**src/rtl/updn_sweep_ctrl_pkg.sv**
```systemverilog
// Shared definitions for the up/down sweep controller: state encoding,
// dwell timer width and parameter defaults.
package updn_ctrl_pkg;

    localparam int ST_W = 3;

    typedef enum logic [ST_W-1:0] {
        ST_IDLE     = 3'd0,
        ST_LOAD     = 3'd1,
        ST_UP       = 3'd2,
        ST_DWELL_HI = 3'd3,
        ST_DOWN     = 3'd4,
        ST_DWELL_LO = 3'd5
    } state_t;

    // Wide enough for the largest legal dwell (255 cycles).
    localparam int DWELL_W = 8;

    localparam int DEF_WIDTH     = 5;
    localparam int DEF_SW_W      = 4;
    localparam int DEF_DWELL_CYC = 2;

endpackage

```
**src/rtl/updn_sweep_ctrl_if.sv**
```systemverilog
// Bundle of host command/status and counter datapath signals around the
// sweep controller. The controller is the slave; its environment is the master.
interface updn_sweep_ctrl_if #(
    parameter int WIDTH = updn_ctrl_pkg::DEF_WIDTH,
    parameter int SW_W  = updn_ctrl_pkg::DEF_SW_W
);
    logic             start;
    logic             abort;
    logic [WIDTH-1:0] cfg_start;
    logic [WIDTH-1:0] cfg_lower;
    logic [WIDTH-1:0] cfg_upper;
    logic [SW_W-1:0]  cfg_sweeps;

    logic [WIDTH-1:0] cnt_val;
    logic             cnt_high;
    logic             cnt_low;
    logic [WIDTH-1:0] cnt_in;
    logic             cnt_load;
    logic             cnt_up;
    logic             cnt_down;

    logic             busy;
    logic             done;
    logic             cfg_err;
    logic [SW_W-1:0]  sweep_cnt;

    modport slave (
        input  start, abort, cfg_start, cfg_lower, cfg_upper, cfg_sweeps,
        input  cnt_val, cnt_high, cnt_low,
        output cnt_in, cnt_load, cnt_up, cnt_down,
        output busy, done, cfg_err, sweep_cnt
    );

    modport master (
        output start, abort, cfg_start, cfg_lower, cfg_upper, cfg_sweeps,
        output cnt_val, cnt_high, cnt_low,
        input  cnt_in, cnt_load, cnt_up, cnt_down,
        input  busy, done, cfg_err, sweep_cnt
    );
endinterface

```
**src/rtl/updn_sweep_ctrl_dwell_timer.sv**
```systemverilog
// Dwell down-counter: load_i arms it for DWELL_CYC cycles, expire_o marks
// the final cycle of the dwell.
module dwell_timer
    import updn_ctrl_pkg::*;
#(
    parameter int DWELL_CYC = DEF_DWELL_CYC
) (
    input  logic clk,
    input  logic rst_n,
    input  logic load_i,
    output logic expire_o
);

    localparam logic [DWELL_W-1:0] RELOAD = DWELL_W'(DWELL_CYC - 1);

    logic [DWELL_W-1:0] cnt_q;
    logic [DWELL_W-1:0] cnt_d;

    always_comb begin
        cnt_d = cnt_q;
        if (load_i) begin
            cnt_d = RELOAD;
        end else if (cnt_q != '0) begin
            cnt_d = cnt_q - 1'b1;
        end
    end

    always_ff @(posedge clk or negedge rst_n) begin
        if (!rst_n) begin
            cnt_q <= '0;
        end else begin
            cnt_q <= cnt_d;
        end
    end

    assign expire_o = (cnt_q == '0);

endmodule

```
**src/rtl/updn_sweep_ctrl.sv**
```systemverilog
// Triangular sweep sequencer for an external up/down counter: load start,
// count to the upper limit, dwell, count to the lower limit, dwell, repeat.
module updn_sweep_ctrl
    import updn_ctrl_pkg::*;
#(
    parameter int WIDTH     = DEF_WIDTH,
    parameter int SW_W      = DEF_SW_W,
    parameter int DWELL_CYC = DEF_DWELL_CYC
) (
    input  logic             clk,
    input  logic             rst_n,
    updn_sweep_ctrl_if.slave sw_if
);

    function automatic logic [SW_W-1:0] sat_inc(input logic [SW_W-1:0] v);
        return (&v) ? v : v + SW_W'(1);
    endfunction

    state_t           state_q, state_d;
    logic [WIDTH-1:0] start_q, lower_q, upper_q;
    logic [SW_W-1:0]  sweeps_q;
    logic [SW_W-1:0]  sweep_cnt_q, sweep_cnt_d;
    logic             done_q, cfg_err_q;

    logic             cmd, cfg_ok, at_upper, at_lower;
    logic             dwell_load, dwell_expire;
    logic             sweep_end, last_sweep;
    logic [SW_W-1:0]  sweep_inc;
    logic             load_o, up_o, down_o;

    // A start is only a command in IDLE, and abort always takes priority.
    assign cmd        = (state_q == ST_IDLE) && sw_if.start && !sw_if.abort;
    assign cfg_ok     = (sw_if.cfg_lower <= sw_if.cfg_start) &&
                        (sw_if.cfg_start <= sw_if.cfg_upper);
    assign at_upper   = (sw_if.cnt_val == upper_q);
    assign at_lower   = (sw_if.cnt_val == lower_q);
    assign sweep_inc  = sat_inc(sweep_cnt_q);
    assign last_sweep = (sweeps_q != '0) && (sweep_inc == sweeps_q);
    assign sweep_end  = (state_q == ST_DWELL_LO) && dwell_expire && !sw_if.abort;

    always_ff @(posedge clk or negedge rst_n) begin
        if (!rst_n) begin
            state_q <= ST_IDLE;
        end else begin
            state_q <= state_d;
        end
    end

    always_comb begin
        state_d = state_q;
        case (state_q)
            ST_IDLE:     if (cmd && cfg_ok) state_d = ST_LOAD;
            ST_LOAD:     state_d = ST_UP;
            ST_UP:       if (at_upper) state_d = ST_DWELL_HI;
            ST_DWELL_HI: if (dwell_expire) state_d = ST_DOWN;
            ST_DOWN:     if (at_lower) state_d = ST_DWELL_LO;
            ST_DWELL_LO: if (dwell_expire) state_d = last_sweep ? ST_IDLE : ST_UP;
            default:     state_d = ST_IDLE;
        endcase
        if (sw_if.abort) begin
            state_d = ST_IDLE;
        end
    end

    // Enables are pure decode; the limit and rail checks keep the counter
    // from overshooting or wrapping even if a limit sits at a rail.
    always_comb begin
        load_o     = 1'b0;
        up_o       = 1'b0;
        down_o     = 1'b0;
        dwell_load = 1'b0;
        case (state_q)
            ST_LOAD: load_o = 1'b1;
            ST_UP: begin
                up_o       = !at_upper && !sw_if.cnt_high;
                dwell_load = at_upper;
            end
            ST_DOWN: begin
                down_o     = !at_lower && !sw_if.cnt_low;
                dwell_load = at_lower;
            end
            default: ;
        endcase
        if (sw_if.abort) begin
            load_o = 1'b0;
            up_o   = 1'b0;
            down_o = 1'b0;
        end
    end

    always_comb begin
        sweep_cnt_d = sweep_cnt_q;
        if (cmd && cfg_ok) begin
            sweep_cnt_d = '0;
        end else if (sweep_end) begin
            sweep_cnt_d = sweep_inc;
        end
    end

    always_ff @(posedge clk or negedge rst_n) begin
        if (!rst_n) begin
            start_q     <= '0;
            lower_q     <= '0;
            upper_q     <= '0;
            sweeps_q    <= '0;
            sweep_cnt_q <= '0;
            done_q      <= 1'b0;
            cfg_err_q   <= 1'b0;
        end else begin
            done_q      <= sweep_end && last_sweep;
            cfg_err_q   <= cmd && !cfg_ok;
            sweep_cnt_q <= sweep_cnt_d;
            if (cmd) begin
                start_q  <= sw_if.cfg_start;
                lower_q  <= sw_if.cfg_lower;
                upper_q  <= sw_if.cfg_upper;
                sweeps_q <= sw_if.cfg_sweeps;
            end
        end
    end

    dwell_timer #(
        .DWELL_CYC (DWELL_CYC)
    ) u_dwell (
        .clk      (clk),
        .rst_n    (rst_n),
        .load_i   (dwell_load),
        .expire_o (dwell_expire)
    );

    assign sw_if.cnt_in    = start_q;
    assign sw_if.cnt_load  = load_o;
    assign sw_if.cnt_up    = up_o;
    assign sw_if.cnt_down  = down_o;
    assign sw_if.busy      = (state_q != ST_IDLE);
    assign sw_if.done      = done_q;
    assign sw_if.cfg_err   = cfg_err_q;
    assign sw_if.sweep_cnt = sweep_cnt_q;

endmodule

```
**src/flat_wrapper.sv**
```systemverilog
// flat-port wrapper written by rule: the top's interface ports become plain ports
module updn_sweep_ctrl_flat import updn_ctrl_pkg::*;
#(
    parameter int WIDTH     = DEF_WIDTH,
    parameter int SW_W      = DEF_SW_W,
    parameter int DWELL_CYC = DEF_DWELL_CYC
)
  (clk, rst_n, sw_if_start, sw_if_abort, sw_if_cfg_start, sw_if_cfg_lower, sw_if_cfg_upper, sw_if_cfg_sweeps, sw_if_cnt_val, sw_if_cnt_high, sw_if_cnt_low, sw_if_cnt_in, sw_if_cnt_load, sw_if_cnt_up, sw_if_cnt_down, sw_if_busy, sw_if_done, sw_if_cfg_err, sw_if_sweep_cnt);
  updn_sweep_ctrl_if #(.WIDTH(WIDTH), .SW_W(SW_W)) sw_if_i ();
  input  logic clk;
  input  logic rst_n;
  input wire logic [$bits(sw_if_i.start)-1:0] sw_if_start;
  input wire logic [$bits(sw_if_i.abort)-1:0] sw_if_abort;
  input wire logic [$bits(sw_if_i.cfg_start)-1:0] sw_if_cfg_start;
  input wire logic [$bits(sw_if_i.cfg_lower)-1:0] sw_if_cfg_lower;
  input wire logic [$bits(sw_if_i.cfg_upper)-1:0] sw_if_cfg_upper;
  input wire logic [$bits(sw_if_i.cfg_sweeps)-1:0] sw_if_cfg_sweeps;
  input wire logic [$bits(sw_if_i.cnt_val)-1:0] sw_if_cnt_val;
  input wire logic [$bits(sw_if_i.cnt_high)-1:0] sw_if_cnt_high;
  input wire logic [$bits(sw_if_i.cnt_low)-1:0] sw_if_cnt_low;
  output wire logic [$bits(sw_if_i.cnt_in)-1:0] sw_if_cnt_in;
  output wire logic [$bits(sw_if_i.cnt_load)-1:0] sw_if_cnt_load;
  output wire logic [$bits(sw_if_i.cnt_up)-1:0] sw_if_cnt_up;
  output wire logic [$bits(sw_if_i.cnt_down)-1:0] sw_if_cnt_down;
  output wire logic [$bits(sw_if_i.busy)-1:0] sw_if_busy;
  output wire logic [$bits(sw_if_i.done)-1:0] sw_if_done;
  output wire logic [$bits(sw_if_i.cfg_err)-1:0] sw_if_cfg_err;
  output wire logic [$bits(sw_if_i.sweep_cnt)-1:0] sw_if_sweep_cnt;
  assign sw_if_i.start = sw_if_start;
  assign sw_if_i.abort = sw_if_abort;
  assign sw_if_i.cfg_start = sw_if_cfg_start;
  assign sw_if_i.cfg_lower = sw_if_cfg_lower;
  assign sw_if_i.cfg_upper = sw_if_cfg_upper;
  assign sw_if_i.cfg_sweeps = sw_if_cfg_sweeps;
  assign sw_if_i.cnt_val = sw_if_cnt_val;
  assign sw_if_i.cnt_high = sw_if_cnt_high;
  assign sw_if_i.cnt_low = sw_if_cnt_low;
  assign sw_if_cnt_in = sw_if_i.cnt_in;
  assign sw_if_cnt_load = sw_if_i.cnt_load;
  assign sw_if_cnt_up = sw_if_i.cnt_up;
  assign sw_if_cnt_down = sw_if_i.cnt_down;
  assign sw_if_busy = sw_if_i.busy;
  assign sw_if_done = sw_if_i.done;
  assign sw_if_cfg_err = sw_if_i.cfg_err;
  assign sw_if_sweep_cnt = sw_if_i.sweep_cnt;
  updn_sweep_ctrl #(.WIDTH(WIDTH), .SW_W(SW_W), .DWELL_CYC(DWELL_CYC)) u_core (.clk(clk), .rst_n(rst_n), .sw_if(sw_if_i));
endmodule
```
**config.mk**
```make
export PLATFORM = sky130hd
export DESIGN_NAME = updn_sweep_ctrl_flat
export DESIGN_NICKNAME = d
export VERILOG_FILES = /design/src/rtl/updn_sweep_ctrl_pkg.sv /design/src/rtl/updn_sweep_ctrl_if.sv /design/src/rtl/updn_sweep_ctrl_dwell_timer.sv /design/src/rtl/updn_sweep_ctrl.sv /design/src/flat_wrapper.sv
export SDC_FILE = /design/constraint.sdc
export NUM_CORES = 1
export LEC_CHECK = 0
export ABC_CLOCK_PERIOD_IN_PS = 2100
export CAP_MARGIN = 20
export CORE_MARGIN = 1
export CORE_UTILIZATION = 46
export DETAILED_ROUTE_END_ITERATION = 8
export PLACE_DENSITY = 0.83
export SYNTH_ARGS = -nofsm -noshare
export SYNTH_HDL_FRONTEND = slang
export SYNTH_SLANG_ARGS = --single-unit
```
**constraint.sdc**
```tcl
create_clock -name clk -period 2.1 [get_ports clk]
set_input_delay 0.42 -clock clk [delete_from_list [all_inputs] [get_ports clk]]
set_output_delay 0.42 -clock clk [all_outputs]
set_load 0.03 [all_outputs]
```
After elaboration in Yosys (flattened, before gate mapping)
Index checks and enable logic that the tools add are counted.

Shift-type cells: 0. Multiplexer cells: 20. Reductions and logical operators: 26. $lt $le $gt $ge: 2. Eq/ne operators: 13. $add $sub $neg: 2. Div/mod/pow operators: 0. Multipliers: 0. Bitwise operators: 0.

Operators with widths (number): 2-to-1 mux 3 bit (6); one-hot mux 3 bit (6 select lines) (1); 2-to-1 mux 8 bit (2); 2-to-1 mux 4 bit (3); inequality test 3 x 2 -> 1 bit (second input constant) (4); logical AND 1 bit (11); equality test 5 bit (2); less-or-equal comparator 5 bit (2); zero test 8 bit (1); nonzero test 8 bit (1); subtractor 8 x 1 -> 8 bit (second input constant) (1); equality test 3 x 2 -> 1 bit (second input constant) (2); equality test 3 bit (second input constant) (2); zero test 1 bit (6); 2-to-1 mux 1 bit (6); AND reduction 5 bit (1); adder 4 x 1 -> 4 bit (second input constant) (1); equality test 4 bit (1); AND reduction 4 bit (1); nonzero test 2 bit (2); nonzero test 4 bit (1); equality test 3 x 1 -> 1 bit (second input constant) (1); zero test 3 bit (1); inequality test 3 bit (second input constant) (1); 3 further kinds (3).

Output and inout bits: 15. Flip-flop bits (word level): 36. Bits in read-only memories: 0. Memory bits (writable): 0. Bits in latches: 0. Memories: 0. Bits of input ports: 30. Word-level logic and storage cells: 72.

Depth between registers and ports, before layout
Gate-level depths: netlist of run 1.

Depth in word-level cells: 8. Mapped depth: 9. Depth with buffers taken out: 8.

Modules after synthesis
From an unflattened synthesis of run 1, not the netlist that was laid out.

Cell total of the unflattened synthesis: 227. Area, all modules: 2163.3 sq um.

Modules (own cells, without submodules): updn_sweep_ctrl (cells each 182, times used 1, area an instance 1725.4 sq um); dwell_timer (cells each 45, times used 1, area an instance 437.9 sq um).

Least setup slack after synthesis of run 1
Ideal clock, no wire load.

Path type: reg2out. Start point: register u_core.state_q[0]. End point: output sw_if_cnt_load. Data arrival time: 1.626 ns. Cell stages (with the launch flop): 3. Setup slack: 0.054 ns. Buffers on the path: 1. Cells stage by stage: dfrtp_1 > clkbuf_1 > nor4b_1.

Longest elaborated chain between the ends: 3.

RTL lines: start, declared (RTL line updn_sweep_ctrl.sv:19) `state_t state_q, state_d;`; start signal, assigned (RTL line updn_sweep_ctrl.sv:45) `state_q <= state_d;`; equality test 3 x 1 -> 1 bit (RTL line updn_sweep_ctrl.sv:72) `case (state_q)`; 2-to-1 mux 1 bit (RTL line updn_sweep_ctrl.sv:72); 2-to-1 mux 1 bit (RTL line updn_sweep_ctrl.sv:84) `if (sw_if.abort) begin`; end, declared (RTL line flat_wrapper.sv:22) `output wire logic [$bits(sw_if_i.cnt_load)-1:0] sw_if_cnt_load;`.

Every way passes these cells.

Worst setup path in the final report of run 1
Start point: input sw_if_cfg_start[3]. End point: register u_core.state_q[0].

Longest elaborated chain between the ends: 5. Elaborated cells between the ends (all ways): 6. Those cells by class: order compare (2); eq/ne (1); reduce/logical (3).

RTL lines: start, declared (RTL line flat_wrapper.sv:14) `input wire logic [$bits(sw_if_i.cfg_start)-1:0] sw_if_cfg_start;`; less-or-equal comparator 5 bit, on equally long branches (RTL line updn_sweep_ctrl.sv:33, updn_sweep_ctrl.sv:34); logical AND 1 bit * (RTL line updn_sweep_ctrl.sv:33) `assign cfg_ok = (sw_if.cfg_lower <= sw_if.cfg_start) &&`; logical AND 1 bit * (RTL line updn_sweep_ctrl.sv:52) `ST_IDLE: if (cmd && cfg_ok) state_d = ST_LOAD;`; inequality test 3 bit (no source line) *; AND reduction 5 bit (no source line) *.

Mark *: on every way between the ends. The rest lies on a longest branch, timed or not. A chain may end at the register's enable or synchronous reset.

==> results of run 1 <==
power groups by stage:
stage	clock network (mW)	registers (mW)	logic, mW
6_report	0.601	1.22	1.67
5_1_grt	0.639	1.25	1.82
4_1_cts	0.603	1.19	1.53
3_5_place_dp	0	1.19	1.44
3_3_place_gp	0	1.18	1.40
2_1_floorplan	0	1.24	0.811
path summary, 6_finish.rpt:
kind | startpoint | end | slack [ns] | cells after the start
hold reg to reg | u_core.sw_if.cnt_in[0] | u_core.sw_if.cnt_in[0] | 0.48 | 2
max in group asynchronous | rst_n | u_core.u_dwell.cnt_q[0] | 1.23 | 2
setup / recovery | sw_if_cfg_start[3] | u_core.state_q[0] | 0.03 | 9
min in group asynchronous | rst_n | u_core.sweeps_q[0] | 0.54 | 2
setup reg to reg | u_core.u_dwell.cnt_q[0] | u_core.state_q[1] | 0.05 | 8
hold / removal | u_core.sw_if.cnt_in[0] | u_core.sw_if.cnt_in[0] | 0.48 | 2
cells in the mapped netlist, types with 2 or more instances:
master,count
a21oi_1,12
a21oi_2,2
a31oi_1,2
and3_1,2
and4_1,2
clkbuf_1,5
dfrtp_1,36
ha_1,12
inv_1,12
mux2_2,10
mux2i_1,3
nand2_1,17
nand2b_1,3
nand3_1,6
nor2_1,22
nor2b_1,5
nor3_1,7
nor4_1,2
nor4b_1,3
o21ai_0,19
o31ai_1,4
or3_1,2
or4b_1,2
xnor2_1,9
xor2_1,8
flip-flops by register name, indices dropped and copies added (netlist names):
register                count
u_core.u_dwell.cnt_q        8
u_core.lower_q              5
u_core.sw_if.cnt_in         5
u_core.upper_q              5
u_core.sw_if.sweep_cnt      4
u_core.sweeps_q             4
u_core.state_q              3
u_core.sw_if.cfg_err        1
u_core.sw_if.done           1
kinds of logic after synthesis:
family	Yosys count
XOR/XNOR	17
adder cells (fa/ha/maj)	12
AND/OR/NAND/NOR	81
AO/OA/AOI/OAI	47
flip-flops	36
multiplexers	13
buffers and inverters	19
what timing repair did:
action                                 4_1_cts  5_1_grt
setup endpoints to repair                    6       12
gates resized for setup                     24       19
endpoints found under the hold margin        0        0
pin swaps                                    7        9
setup buffers                                5        4
worst register-to-register path, cell delays in order, from the launching register on:
cell	delay (ns)
dfrtp_1	0.40
inv_2	0.08
ha_4	0.13
or4b_4	0.51
o221ai_4	0.23
nand3_2	0.12
nand2b_4	0.16
a21oi_2	0.11
a21bo_1	0.21
layout by cell type, fill, tap and decap left out, types with 6 or more instances in the layout:
cell type | Yosys | final
ha_1 | 12 | 11
inv_1 | 12 | 10
nand2_1 | 17 | 17
xor2_1 | 8 | 6
a21oi_1 | 12 | 11
nand3_1 | 6 | 6
xnor2_1 | 9 | 6
nor2_1 | 22 | 20
clkdlybuf4s50_1 | 0 | 34
buf_4 | 1 | 42
dfrtp_1 | 36 | 36
o21ai_0 | 19 | 19
mux2_2 | 10 | 10
cell type report:
cell class | count | area (sq um)
multi-input combinational | 170 | 1290
inverter | 12 | 45.0
sequential | 36 | 901
clock inverter | 2 | 35.0
fill | 302 | 1210
tap | 52 | 65.1
timing repair buffer | 89 | 795
clock buffer | 6 | 72.6
metal layers:
layer	track usage, %	vias up	part of all wire, %
li1	-	967	-
met1	27.4	984	43
met2	39.2	48	52
met3	4.62	8	3.7
met4	6.67	0	1.6
met5	0	-	0
stage by stage:
step	util (%)	cell area, sq um	power, mW
after global routing	72.7	3210	3.71
final	72.7	3210	3.49
after global placement	65.7	2900	2.57
after floorplan	-	2150	2.05
after CTS	70.2	3100	3.33
after detailed placement	65.7	2900	2.63
==> run metrics, run 1 <==
Reg power frac=34.8%; Mapped Area=0.00215 sq mm; layout cell share with drive strength beyond 1=29.8%; worst path bufs/invs=2; CTS tree=done; Chip Height=70.3 um; unrepaired setup endpoints after global routing=yes; crit start category=primary input; largest family of logic cells by synthesized area=simple AND/OR/NAND/NOR gates; CP Capture Type=flip-flop; Pwr per Cell Area=1090 mW/mm^2; CTS Hold Bufs=0; vias in the first global route=1,973; Worst-path clk slew=0.07 ns; CP arrival=2.25 ns; final hold slack=0.485 ns; Syn-to-layout area delta=49.3%; Post-synth EDFFs=0; Initial Utilization=48.7%; drt first pass iters=4; Cells after Synth=225; pre-CTS WS=-0.586 ns; sw frac=a little under two fifths; wire length of the first global-routing pass=8650 um; delay-heaviest family, CP=compound AO/OA/AOI/OAI gates; largest net degree at the start of global routing=37; via count=approximately 2,000; detailed-route DRC error count=0; Max Slew Vio Count=0; skew final=between 0.003 and 0.004 ns; synth top area cells=dfrtp_1, ha_1, mux2_2, o21ai_0, nor2_1; FP Rows=24; mux share of post-synthesis cell area=6.64%; Root Driver=clkbuf_8; worst-skew pair later-pin latency=slightly below 0.3 ns; setup_tns=0 ns; Worst Tran Pin Value=0.458 ns; Max-slew headroom=69.5%; Seq/Total Area, Yosys=41.9%; Clk network pwr share=17.2%; Die Wd=70.3 um; H-tree levels=2; Final Non-Filler Cells=367; P_leak=1.49 nW; worst setup margin=0.0338 ns; Most used DFF post-synth=dfrtp_1; Adder-Cell Fraction of Synth Area=approximately 7%; Cell Int Power=2.17 mW; Worst Path Max Fanout=3; antenna violations before repair=0; Simple-Gate Fraction of Synth Area=20.5%; clock sink total=36; GRT Util Overall=22.3%; Setup Viol. Count Final=0; maxcap violations=0; Post-DP HPWL=3780 um; min cycle time layout=between 2 and 2.5 ns; Logic pwr share=48.0%; Antenna Nets Post-Route=0; post-synthesis compound-gate area fraction=13.5%; DP Cell Count=350; area leader, netlist=dfrtp_1; CTS Buffer Depth=2; routability cong.=~0.79; Yosys Warn Count=0; synth unique cells=43; share of the synthesized area in the top cell type=41.9%; synthesized flop and latch total=36; n_diodes=0; post-synthesis xor/xnor area fraction=6.93%; WL/cell=about 15 um; Starting DRT DRC Count=58; DR vias/cell=around 5.5; slowest CP cell=clkdlybuf4s50_1; final count of hold timing violations=0; Mapped Avg Cell Area=9.55 sq um; grt ovf=0; Port-buffer cells=44; critical path's largest stage delay=0.49 ns; share of flip-flops with an asynchronous set or reset=100%; full die area=0.00495 sq mm; IO Count=45; Max VDD drop=0.681 mV; Post-Syn Nets=about 270; Placeable Area=0.00441 sq mm; CP Cell Sequence=clkdlybuf4s50_1 > inv_1 > ha_1 > and4_1 > a21oi_1 > o31ai_2 > nand3_1 > a21oi_2 > o211a_1; net switching power=1.32 mW; Max Freq=484 MHz; DRT Wirelength=around 5600 um; worst setup path category=primary input to flip-flop; Final period util=98.4%; TritonCTS Buffers=5; CP required=about 2.3 ns; Hold Crit Class=flip-flop to flip-flop; # nets final=356; status=completed
No activity file was read; power rests on OpenSTA's default activity.
==> inputs of run 2 (changes only) <==
- CAP_MARGIN: 20 -> default
- CORE_ASPECT_RATIO: default -> 1.2
==> run 2 against run 1 <==
  * Cell count increased by 2.5%
  * Global-route usage increased by 0.36 points
  * Via count decreased by 1.0%
  * Combinational power about the same
  * Design area decreased by 0.86%
  * Worst setup slack got worse by 0.029 ns
  * Fmax decreased by 1.4%
  * Flip-flop and latch count unchanged
  * Wire length decreased by 2.7%
  * Clock power decreased by 15%
==> run metrics, run 2 (synthesized netlist as in run 1, its figures left out) <==
Worst Tran Pin Value=0.463 ns (+0.00511 ns); Initial Utilization=49.3% (+0.61 points); Chip Height=76.9 um (+9.3%); Root Driver=clkbuf_8; Tot Pwr=3.35 mW (-4.1%); r2r setup slk=0.01 ns (-0.04 ns); Antenna Nets Post-Route=0 (unchanged); unrepaired setup endpoints after global routing=yes; via count=1,986 (-1.0%); most common cell after layout, fill and taps aside=buf_4; FP Rows=26 (+8.3%); H-tree levels=2 (unchanged); detailed-route DRC error count=0 (unchanged); Placed Instance Area=0.00290 sq mm (unchanged); CTS Buffer Depth=2 (unchanged); final count of hold timing violations=0 (unchanged); Logic pwr share=49.1% (+1.1 points); Clk network pwr share=15.3% (-1.9 points); clock sink total=36 (unchanged); final design area excluding fillers=0.00318 sq mm (-0.86%); # nets final=361 (+1.4%); Max Slew Vio Count=0 (unchanged); routability cong.=0.837 (+5.4%); min cycle time layout=2.10 ns (+0.0294 ns); Reg power frac=35.6% (+0.8 points); CP arrival=1.68 ns (-0.57 ns); CTS Hold Bufs=0 (unchanged); Worst Path Max Fanout=6 (+3); sw frac=37.6% (-0.15 points); commonest non-fill, non-tap cells in the layout=buf_4, dfrtp_1, clkdlybuf4s50_1, nor2_1, nand2_1; status=completed; Max-slew headroom=69.2% (-0.34 points); Starting DRT DRC Count=81 (+40%); CP Capture Type=output pin; drt first pass iters=4 (unchanged); Port-buffer cells=44 (unchanged); layout cell share with drive strength beyond 1=29.7% (-0.15 points); Cell Int Power=2.09 mW (-3.9%); worst setup path category=flip-flop to output pin; CTS tree=done; GRT Util Overall=22.7% (+0.36 points); P_leak=1.49 nW (+0.17%); Biggest register=u_core.u_dwell.cnt_q; Largest register FFs=8 (unchanged); antenna violations before repair=0 (unchanged); net switching power=1.26 mW (-4.5%); TritonCTS Buffers=5 (unchanged); DRT Wirelength=5410 um (-2.7%); Max VDD drop=0.579 mV (-15%); crit start category=flip-flop; Post-DP HPWL=3820 um (+1.0%); Die Wd=64.4 um (-8.5%); Placeable Area=0.00436 sq mm (-1.2%); critical path's largest stage delay=0.53 ns (+0.04 ns); grt ovf=0 (unchanged); Hold Crit Class=flip-flop to flip-flop; slowest CP cell=or4b_4; CP required=1.68 ns (-0.60 ns); DP Cell Count=355 (+1.4%); WL/cell=14.4 um (-5.1%); full die area=0.00495 sq mm (about the same); Worst-path clk slew=0.07 ns (about the same); Final period util=99.8% (+1.4 points); n_diodes=0 (unchanged); largest net degree at the start of global routing=37 (unchanged); maxcap violations=0 (unchanged); Max Freq=477 MHz (-1.4%); Pwr per Cell Area=1050 mW/mm^2 (-3.3%); CP Cell Sequence=buf_6 > or4b_4 > nor3_2 > buf_4; DR vias/cell=5.28 (-3.4%); Syn-to-layout area delta=48.0%; skew final=0.00731 ns (+0.00416 ns); worst-skew pair later-pin latency=0.29 ns (about the same); final hold slack=0.479 ns (-0.00525 ns); vias in the first global route=1,964 (-0.46%); Setup Viol. Count Final=0 (unchanged); wire length of the first global-routing pass=8610 um (-0.47%); IO Count=45 (unchanged); Final Non-Filler Cells=376 (+2.5%)
run 2: cell count changes in the layout (fill, tap and decap cells not counted), moves of 2 or more:
| cell | delta |
|---|---|
| nor4b_1 | +2 |
| dlygate4sd2_1 | +2 |
| o21ai_1 | +3 |
| nor2_2 | -2 |
| xor2_1 | +2 |
| o21ai_0 | -3 |
| nor4b_2 | -2 |
| buf_4 | +6 |
run 2: power groups by stage:
stage / registers, mW / clock network, mW / logic, mW
final: 1.19 / 0.512 / 1.64
after global routing: 1.23 / 0.550 / 1.79
after CTS: 1.19 / 0.523 / 1.51
after detailed placement: 1.19 / 0 / 1.45
after global placement: 1.17 / 0 / 1.39
after floorplan: 1.24 / 0 / 0.811
run 2: critical path, delay by kind of cell, from the launching register on:
kind | cells | cell delay (ns)
buffers and inverters | 2 | 0.31
DFF | 1 | 0.39
and+or+nand+nor | 2 | 0.68
run 2: final cells by class:
cell class | count | area [sq um]
clock buffers | 6 | 82.6
clock inverters | 2 | 10.0
fillers | 332 | 1180
inverters | 12 | 45.0
multi-input cells | 170 | 1250
flip-flops and latches | 36 | 901
well taps | 56 | 70.1
repair buffers | 94 | 817
run 2: worst paths after layout:
| check | start | to | depth (start not counted) |
|---|---|---|---|
| worst max-delay path | u_core.state_q[2] | sw_if_cnt_up | 4 |
| worst min-delay path | u_core.sw_if.cnt_in[1] | u_core.sw_if.cnt_in[1] | 2 |
| worst max register to register | u_core.u_dwell.cnt_q[0] | u_core.state_q[1] | 8 |
| worst min register to register | u_core.sw_if.cnt_in[1] | u_core.sw_if.cnt_in[1] | 2 |
| max in group asynchronous | rst_n | u_core.lower_q[1] | 2 |
| min in group asynchronous | rst_n | u_core.u_dwell.cnt_q[4] | 2 |
run 2: what timing repair did:
item,CTS,global route
setup endpoints to repair,8,9
pin swaps,6,9
resized for setup,19,17
buffers inserted,2,11
cloned,0,0
run 2: metrics by stage:
stage | setup slack, ns | util [%] | setup TNS (ns)
6_report | 0.00439 | 73.0 | 0
2_1_floorplan | 0.0544 | - | 0
3_5_place_dp | -0.550 | 66.5 | -3.39
4_1_cts | 0.00645 | 69.9 | 0
3_3_place_gp | -0.517 | 66.5 | -2.91
5_1_grt | -0.0639 | 73.0 | -0.204
run 2: per-layer routing:
layer  global-route usage [%]  vias up  routed length [um]
met5                        0        -                   0
met4                     8.22        0                 102
met3                     4.61       11                 170
met2                     41.7       50                2960
met1                     25.2      945                2170
li1                         -      980                   -
==> inputs of run 3 (changes only) <==
- CTS_CLUSTER_DIAMETER: default -> 100
- SLEW_MARGIN: default -> 15
==> results of run 3 <==
The final DEF is identical to that of run 2; final timing and power are the same.
